### config.mk
export PLATFORM = sky130hd
export DESIGN_NAME = tnn_neuron_accum
export DESIGN_NICKNAME = d
export VERILOG_FILES = /design/src/rtl/tnn_pkg.sv /design/src/rtl/tnn_ternary_threshold.sv /design/src/rtl/tnn_neuron_accum.sv
export SDC_FILE = /design/constraint.sdc
export NUM_CORES = 1
export LEC_CHECK = 0
export CORE_MARGIN = 2
export CORE_UTILIZATION = 50
export DETAILED_ROUTE_END_ITERATION = 16
export GPL_ROUTABILITY_DRIVEN = 0
export PLACE_DENSITY = 0.89
export RECOVER_POWER = 50
export SLEW_MARGIN = 20
export SYNTH_ARGS = -nofsm -noshare
export SYNTH_HDL_FRONTEND = slang
export SYNTH_HIERARCHICAL = 1
export SYNTH_SLANG_ARGS = --single-unit
### constraint.sdc
create_clock -name clk -period 5.14 [get_ports clk]
set_input_delay 0.771 -clock clk [delete_from_list [all_inputs] [get_ports clk]]
set_output_delay 0.771 -clock clk [all_outputs]
set_load 0.05 [all_outputs]
### src/rtl/tnn_pkg.sv
// Shared definitions for the ternary neuron back end: activation codes, FSM states and the
// symmetric saturation limit of the signed accumulator.
package tnn_pkg;

  localparam logic [1:0] TNN_POS  = 2'b01;
  localparam logic [1:0] TNN_NEG  = 2'b11;
  localparam logic [1:0] TNN_ZERO = 2'b00;

  typedef enum logic [0:0] {
    ACCUM,
    RESULT
  } tnn_state_e;

  // Largest magnitude the accumulator may hold; the most-negative code is never used.
  function automatic int sat_limit(input int unsigned acc_w);
    return (1 << (acc_w - 1)) - 1;
  endfunction

endpackage

### src/rtl/tnn_ternary_threshold.sv
// Combinational ternary thresholding of a signed sum; +1 wins when the thresholds overlap.
module tnn_ternary_threshold
  import tnn_pkg::*;
#(
  parameter int unsigned ACC_W = 8
) (
  input  logic signed [ACC_W-1:0] sum,
  input  logic signed [ACC_W-1:0] thr_hi,
  input  logic signed [ACC_W-1:0] thr_lo,
  output logic        [1:0]       act
);

  always_comb begin
    act = TNN_ZERO;
    if (sum >= thr_hi) begin
      act = TNN_POS;
    end else if (sum <= thr_lo) begin
      act = TNN_NEG;
    end
  end

endmodule

### src/rtl/tnn_neuron_accum.sv
// Accumulates (pos - neg) popcounts over NUM_CHUNKS beats with saturation, then presents a
// thresholded ternary activation and the final sum on a valid/ready output.
module tnn_neuron_accum
  import tnn_pkg::*;
#(
  parameter int unsigned CNT_W      = 5,
  parameter int unsigned NUM_CHUNKS = 4,
  parameter int unsigned ACC_W      = 8
) (
  input  logic                    clk,
  input  logic                    rst_n,
  input  logic                    clr,
  input  logic                    in_valid,
  output logic                    in_ready,
  input  logic        [CNT_W-1:0] in_pos_cnt,
  input  logic        [CNT_W-1:0] in_neg_cnt,
  input  logic signed [ACC_W-1:0] thr_hi,
  input  logic signed [ACC_W-1:0] thr_lo,
  output logic                    out_valid,
  input  logic                    out_ready,
  output logic        [1:0]       out_act,
  output logic signed [ACC_W-1:0] out_sum
);

  localparam int unsigned IdxW = (NUM_CHUNKS > 1) ? $clog2(NUM_CHUNKS) : 1;
  localparam logic [IdxW-1:0] LastIdx = IdxW'(NUM_CHUNKS - 1);
  // Wide enough that acc + pos - neg can never wrap before clamping.
  localparam int unsigned SumW = ACC_W + CNT_W + 2;
  localparam logic signed [SumW-1:0] Lim = SumW'(sat_limit(ACC_W));

  tnn_state_e state_q, state_d;

  logic signed [ACC_W-1:0] acc_q;
  logic        [IdxW-1:0]  chunk_idx_q;
  logic signed [SumW-1:0]  sum_ext;
  logic signed [SumW-1:0]  sum_clamp;
  logic signed [ACC_W-1:0] acc_sat;
  logic        [1:0]       act_next;
  logic                    accept;
  logic                    last_beat;

  assign accept    = in_valid && in_ready;
  assign last_beat = (chunk_idx_q == LastIdx);

  always_comb begin
    sum_ext = SumW'(acc_q) + $signed(SumW'(in_pos_cnt)) - $signed(SumW'(in_neg_cnt));
    sum_clamp = sum_ext;
    if (sum_ext > Lim) begin
      sum_clamp = Lim;
    end else if (sum_ext < -Lim) begin
      sum_clamp = -Lim;
    end
    acc_sat = ACC_W'(sum_clamp);
  end

  tnn_ternary_threshold #(
    .ACC_W(ACC_W)
  ) u_threshold (
    .sum   (acc_sat),
    .thr_hi(thr_hi),
    .thr_lo(thr_lo),
    .act   (act_next)
  );

  always_ff @(posedge clk or negedge rst_n) begin
    if (!rst_n) begin
      state_q <= ACCUM;
    end else begin
      state_q <= state_d;
    end
  end

  always_comb begin
    state_d = state_q;
    case (state_q)
      ACCUM:   if (accept && last_beat) state_d = RESULT;
      RESULT:  if (out_ready) state_d = ACCUM;
      default: state_d = ACCUM;
    endcase
    if (clr) begin
      state_d = ACCUM;
    end
  end

  always_comb begin
    in_ready  = (state_q == ACCUM) && !clr;
    out_valid = (state_q == RESULT);
  end

  // Datapath; out_act/out_sum are only updated on a last beat, so clr leaves them stale.
  always_ff @(posedge clk or negedge rst_n) begin
    if (!rst_n) begin
      acc_q       <= '0;
      chunk_idx_q <= '0;
      out_act     <= TNN_ZERO;
      out_sum     <= '0;
    end else if (clr) begin
      acc_q       <= '0;
      chunk_idx_q <= '0;
    end else if (accept) begin
      if (last_beat) begin
        acc_q       <= '0;
        chunk_idx_q <= '0;
        out_sum     <= acc_sat;
        out_act     <= act_next;
      end else begin
        acc_q       <= acc_sat;
        chunk_idx_q <= chunk_idx_q + IdxW'(1);
      end
    end
  end

endmodule

Word-level counts from Yosys, hierarchy flattened
Index checks and enable logic that the tools add are counted.

Bitwise gates (word level): 2. Reductions and logical operators: 6. $add $sub $neg: 3. Muxes and demuxes: 14. Equality and inequality tests: 1. Magnitude comparators: 4.

Operators by type and width (count): $mux 8 (5); $gt 10x8->1 const B (1); $lt 10x8->1 const B (1); $mux 2 (5); $sub 9x6->10 (1); $add 8x6->9 (1); $ge 8x8->1 (1); $le 8x8->1 (1); $logic_and 1x1->1 (3); $mux 1 (3); $reduce_and 3->1 (1); $add 2x1->2 const B (1); $eq 2x2->1 const B (1); $not 1->1 (2); $pmux 1 s2 (1); $reduce_bool 2->1 (1); $logic_not 1->1 (1).

Word-level logic and storage cells: 35. Flip-flop bits (word level): 21.

Logic depth before layout (Yosys ltp)
Depth after elaboration: 8. Gate-level depth with buffers: 19. Mapped depth without buffers: 19.

By module
Netlist, hierarchy kept.

Modules (own cells, without submodules): tnn_neuron_accum (times used 1, area an instance 1582.8 um^2, cells each 167, seq. area each 525.5 um^2); tnn_ternary_threshold (times used 1, area an instance 435.4 um^2, cells each 56, seq. area each 0.0 um^2).

Worst setup path before layout
Ideal clock, no wire load.

Path kind: input to register. Start: in in_pos_cnt[4]. End: reg out_act[0]. Slack: 0.706 ns. Stages on the path: 16. Library setup time: 0.125 ns. Arrival: 4.309 ns. Path buffers: 1. Data required time: 5.015 ns. Cells stage by stage: inv_1 fa_1 inv_1 ha_1 nand2_1 o31ai_2 a31o_1 buf_6 mux2_4 o22a_2 ha_1 a21o_1 a2111oi_4 o32a_1 o21ai_0 mux2_2.

Word-level cells in the longest chain between the ends: 8. Elaborated cells between the ends (all ways): 10.

Ends and longest elaborated chain: from (decl) (line tnn_neuron_accum.sv:15) `input logic [CNT_W-1:0] in_pos_cnt,`; $add 8x6->9 (*) (line tnn_neuron_accum.sv:46) `sum_ext = SumW'(acc_q) + $signed(SumW'(in_pos_cnt)) - $signed(SumW'(in_neg_cnt));`; $sub 9x6->10 (*) (line tnn_neuron_accum.sv:46); $lt 10x8->1 (line tnn_neuron_accum.sv:50) `end else if (sum_ext < -Lim) begin`; $mux 8 (line tnn_neuron_accum.sv:50); $mux 8 (*) (line tnn_neuron_accum.sv:48) `if (sum_ext > Lim) begin`; via sum_clamp[5] (line tnn_neuron_accum.sv:36) `logic signed [SumW-1:0] sum_clamp;`; $le 8x8->1 (line tnn_ternary_threshold.sv:17) `end else if (sum <= thr_lo) begin`; $mux 2 (line tnn_ternary_threshold.sv:17); $mux 2 (*) (line tnn_ternary_threshold.sv:15) `if (sum >= thr_hi) begin`; via act_next[0] (line tnn_neuron_accum.sv:38) `logic [1:0] act_next;`; to (signal assigned) (line tnn_neuron_accum.sv:105) `out_act <= act_next;`; to (decl) (line tnn_neuron_accum.sv:21) `output logic [1:0] out_act,`.

Mark *: on every way through the listed nets, which the timed path passes. The rest lies on a longest branch. A chain may end at the register's enable or synchronous reset.

Final worst setup path
Start: in in_pos_cnt[3]. End: reg out_act[0].

The elaborated chain is that of the path after synthesis.

==> results.sh <==
export IMPL_status="complete, no violations"
export IMPL_met3_length_um=287
export IMPL_seqCellArea_um2=526
export IMPL_drv_slew=0
export IMPL_root_buffer="clkbuf_8"
export IMPL_drt_met1_wl_mm=2.01
export IMPL_place_ws_ns=-0.139
export IMPL_grt_pass1_vias=1733
export IMPL_drive_gt1_share_pct=12.0
export IMPL_die_area_um2=4560
export IMPL_avgRoutedWirePerCell_um=14.0
export IMPL_drt_initial_drc_count=34
export IMPL_slew_headroom_pct=36.7
export IMPL_worstPathArrival_ns=5.07
export IMPL_h_tree_depth=1
export IMPL_nNetsFinal=339
export IMPL_hold_class="reg -> reg"
export IMPL_synthArstFlopShare_pct=100
export IMPL_grt_pass1_wl_mm=7.40
export IMPL_vias=1790
export IMPL_hold_depth=2
export IMPL_worst_pin_slew_ns=0.947
export IMPL_yosysSeqAreaShare_pct=26.0
export IMPL_overflow=0
export IMPL_required_ns=5.29
export IMPL_syn_nets=285
export IMPL_timing_rr_end="out_act[0]"
export IMPL_synth_edf_count=0
export IMPL_cts_made_buffers=3
export IMPL_initial_core_util_pct=51.2
export IMPL_pin_count=43
export IMPL_clock_latency_ns=0.26
export IMPL_fillers=315
export IMPL_synth_top_cell_area_share_pct=26.0
export IMPL_rr_startpoint="acc_q[1]"
export IMPL_drcViolationCount=0
export IMPL_ys_seq_elements=21
export IMPL_synthesis_area_um2=2020
export IMPL_reg2reg_depth=16
export IMPL_yosys_warnings=6
export IMPL_final_setup_skew_ns=0.00147
export IMPL_cp_max_fo=5
export IMPL_rsz0062_at_grt="false"
export IMPL_hold_buffers=0
export IMPL_wirelength_mm=4.55
export IMPL_clkSinkCount=21
export IMPL_portBuffers=42
export IMPL_postCtsSetupBuffers=0
export IMPL_first_pass_iters=4
export IMPL_clk_pin_slew_ns=0.08
export IMPL_path_class="in -> reg"
export IMPL_place_hpwl_mm=3.66
export IMPL_fin_crit_ns=4.92
export IMPL_die_y_um=67.5
export IMPL_timing_max_cap_violations=0
export IMPL_synth_top_cells_by_count="inv_1 (42), ha_1 (26), dfrtp_1 (21)"
export IMPL_die_x_um=67.5
export IMPL_setup_ws_ns=0.220
export IMPL_end_kind="flip-flop"
export IMPL_synth_area_leaders="dfrtp_1 (26%), ha_1 (16%), inv_1 (7.8%)"
export IMPL_yosysTopAreaCell="dfrtp_1"
export IMPL_startpoint_type="primary input"
export IMPL_holdPathEnd="out_sum[0]"
export IMPL_syn_to_final_growth_pct=28.7
export IMPL_grt_usage_pct=21.5
export IMPL_min_period_over_period_pct=95.7
export IMPL_cts_buffer_depth=2
export IMPL_highest_layer="met4"
export IMPL_final_hold_viol_count=0
export IMPL_synth_flop_cell="dfrtp_1"
export IMPL_antenna_cells=0
export IMPL_synth_avg_cell_area_um2=9.05
export IMPL_multi_input_area_um2=1300
export IMPL_setup_violations=0
export IMPL_reg2reg_setup_slack_ns=0.81
export IMPL_fp_row_count=23
export IMPL_synthMostInstantiatedCell="inv_1"
export IMPL_routed_via_density=5.49
export IMPL_fmax_mhz=203
export IMPL_wl_met2_mm=2.14
export IMPL_ctsResizeCount=0
export IMPL_ys_types=52
export IMPL_grt_max_degree=22
export IMPL_worstHoldStart="out_sum[0]"
export IMPL_core_area_um2=3940
export IMPL_cts_tree="done"
export IMPL_drt_antenna_violating_nets=0
export IMPL_antenna_found_initial=0
export IMPL_synthCells=223
==> critical path, stage by stage <==
cell and delay [ns]:
clkdlybuf4s50_1 0.45, inv_1 0.05, fa_1 0.53, inv_1 0.04, ha_1 0.33, o211ai_1 0.22, a21oi_1 0.09, or3_1 0.34
a2111oi_1 0.52, a211oi_1 0.17, inv_1 0.08, inv_1 0.05, ha_1 0.25, nand2b_1 0.14, a2111oi_1 0.46, o32a_1 0.22
o21ai_0 0.08, mux2_2 0.26
==> logic make-up (layout without fill, tap and decap cells) <==
family	count (synthesis)	after routing	synth area share [%]
compound gates	57	57	22.6
simple gates	52	52	13.0
buf+inv	47	100	9.61
fa+ha+maj	33	33	22.1
flops	21	21	26.0
mux	8	8	4.53
xor+xnor	5	5	2.17
==> stage by stage <==
step                setup TNS [ns]  area (um^2)  hold WS (ns)  instances  utilization (%)
finish                           0         2600         0.503        326             65.9
global route                     0         2600         0.530        326             65.9
CTS                              0         2600         0.504        326             65.9
detailed placement          -0.191         2550         0.482        322             64.7
global placement                 0         2550         0.483        322             64.7
floorplan                        0         2020         0.456        223                -
==> sequential cells by signal, indices dropped and copies added, names as in the netlist <==
name	count
acc_q	8
out_sum	8
chunk_idx_q	2
out_act	2
out_valid	1
==> routing by layer <==
metal / up-vias / GRT usage (%)
li1: 880 / -
met1: 836 / 26.7
met2: 60 / 37.0
met3: 14 / 3.67
met4: 0 / 8.16
met5: - / 0
==> cell type report <==
class / instances / share of cell area, %
clock inverter: 1 / 0.193
inverter: 43 / 6.21
multi-input combinational: 155 / 50.0
tap: 50 / 2.41
timing repair buffer: 53 / 19.4
sequential: 21 / 20.2
clock buffer: 3 / 1.59
==> placed cells by master (no fill, tap or decap), types with 2 or more instances in the layout <==
master | Yosys | final
inv_1 | 42 | 42
nor3_1 | 3 | 3
a2111oi_1 | 0 | 2
mux2_2 | 5 | 5
or3_1 | 3 | 3
a21oi_1 | 7 | 7
nand4_1 | 3 | 3
xnor2_1 | 3 | 3
maj3_1 | 2 | 2
clkdlybuf4s50_1 | 0 | 37
nand2b_1 | 6 | 6
o211ai_1 | 3 | 3
a21o_1 | 5 | 5
a21o_2 | 2 | 2
dlygate4sd3_1 | 0 | 5
o21ai_1 | 8 | 8
xor2_1 | 2 | 2
o22ai_1 | 2 | 2
nor3b_1 | 2 | 2
a22o_1 | 4 | 4
nand2_1 | 12 | 13
a32o_1 | 2 | 2
fa_1 | 5 | 5
nand3_1 | 2 | 2
nor2b_1 | 3 | 3
o21ai_0 | 6 | 6
dfrtp_1 | 21 | 21
ha_1 | 26 | 26
mux2i_1 | 2 | 2
buf_4 | 0 | 11
a31oi_1 | 2 | 2
nor2_1 | 14 | 14
clkbuf_8 | 1 | 3
==> worst max path at each step <==
stage | from | end | slack (ns) | cells past startpoint
2_1_floorplan | in_pos_cnt[4] | out_act[0] | 0.71 | 16
3_3_place_gp | in_neg_cnt[1] | out_act[0] | 0.07 | 18
3_5_place_dp | in_neg_cnt[1] | out_act[0] | -0.14 | 18
4_1_cts | in_neg_cnt[1] | out_act[0] | 0.13 | 18
5_1_grt | in_neg_cnt[1] | out_act[0] | 0.02 | 18
6_report | in_pos_cnt[3] | out_act[0] | 0.22 | 18
Power is left out: the tool's default activity adds up to more than one toggle a clock period on the data nets, which glitch-free logic cannot reach.
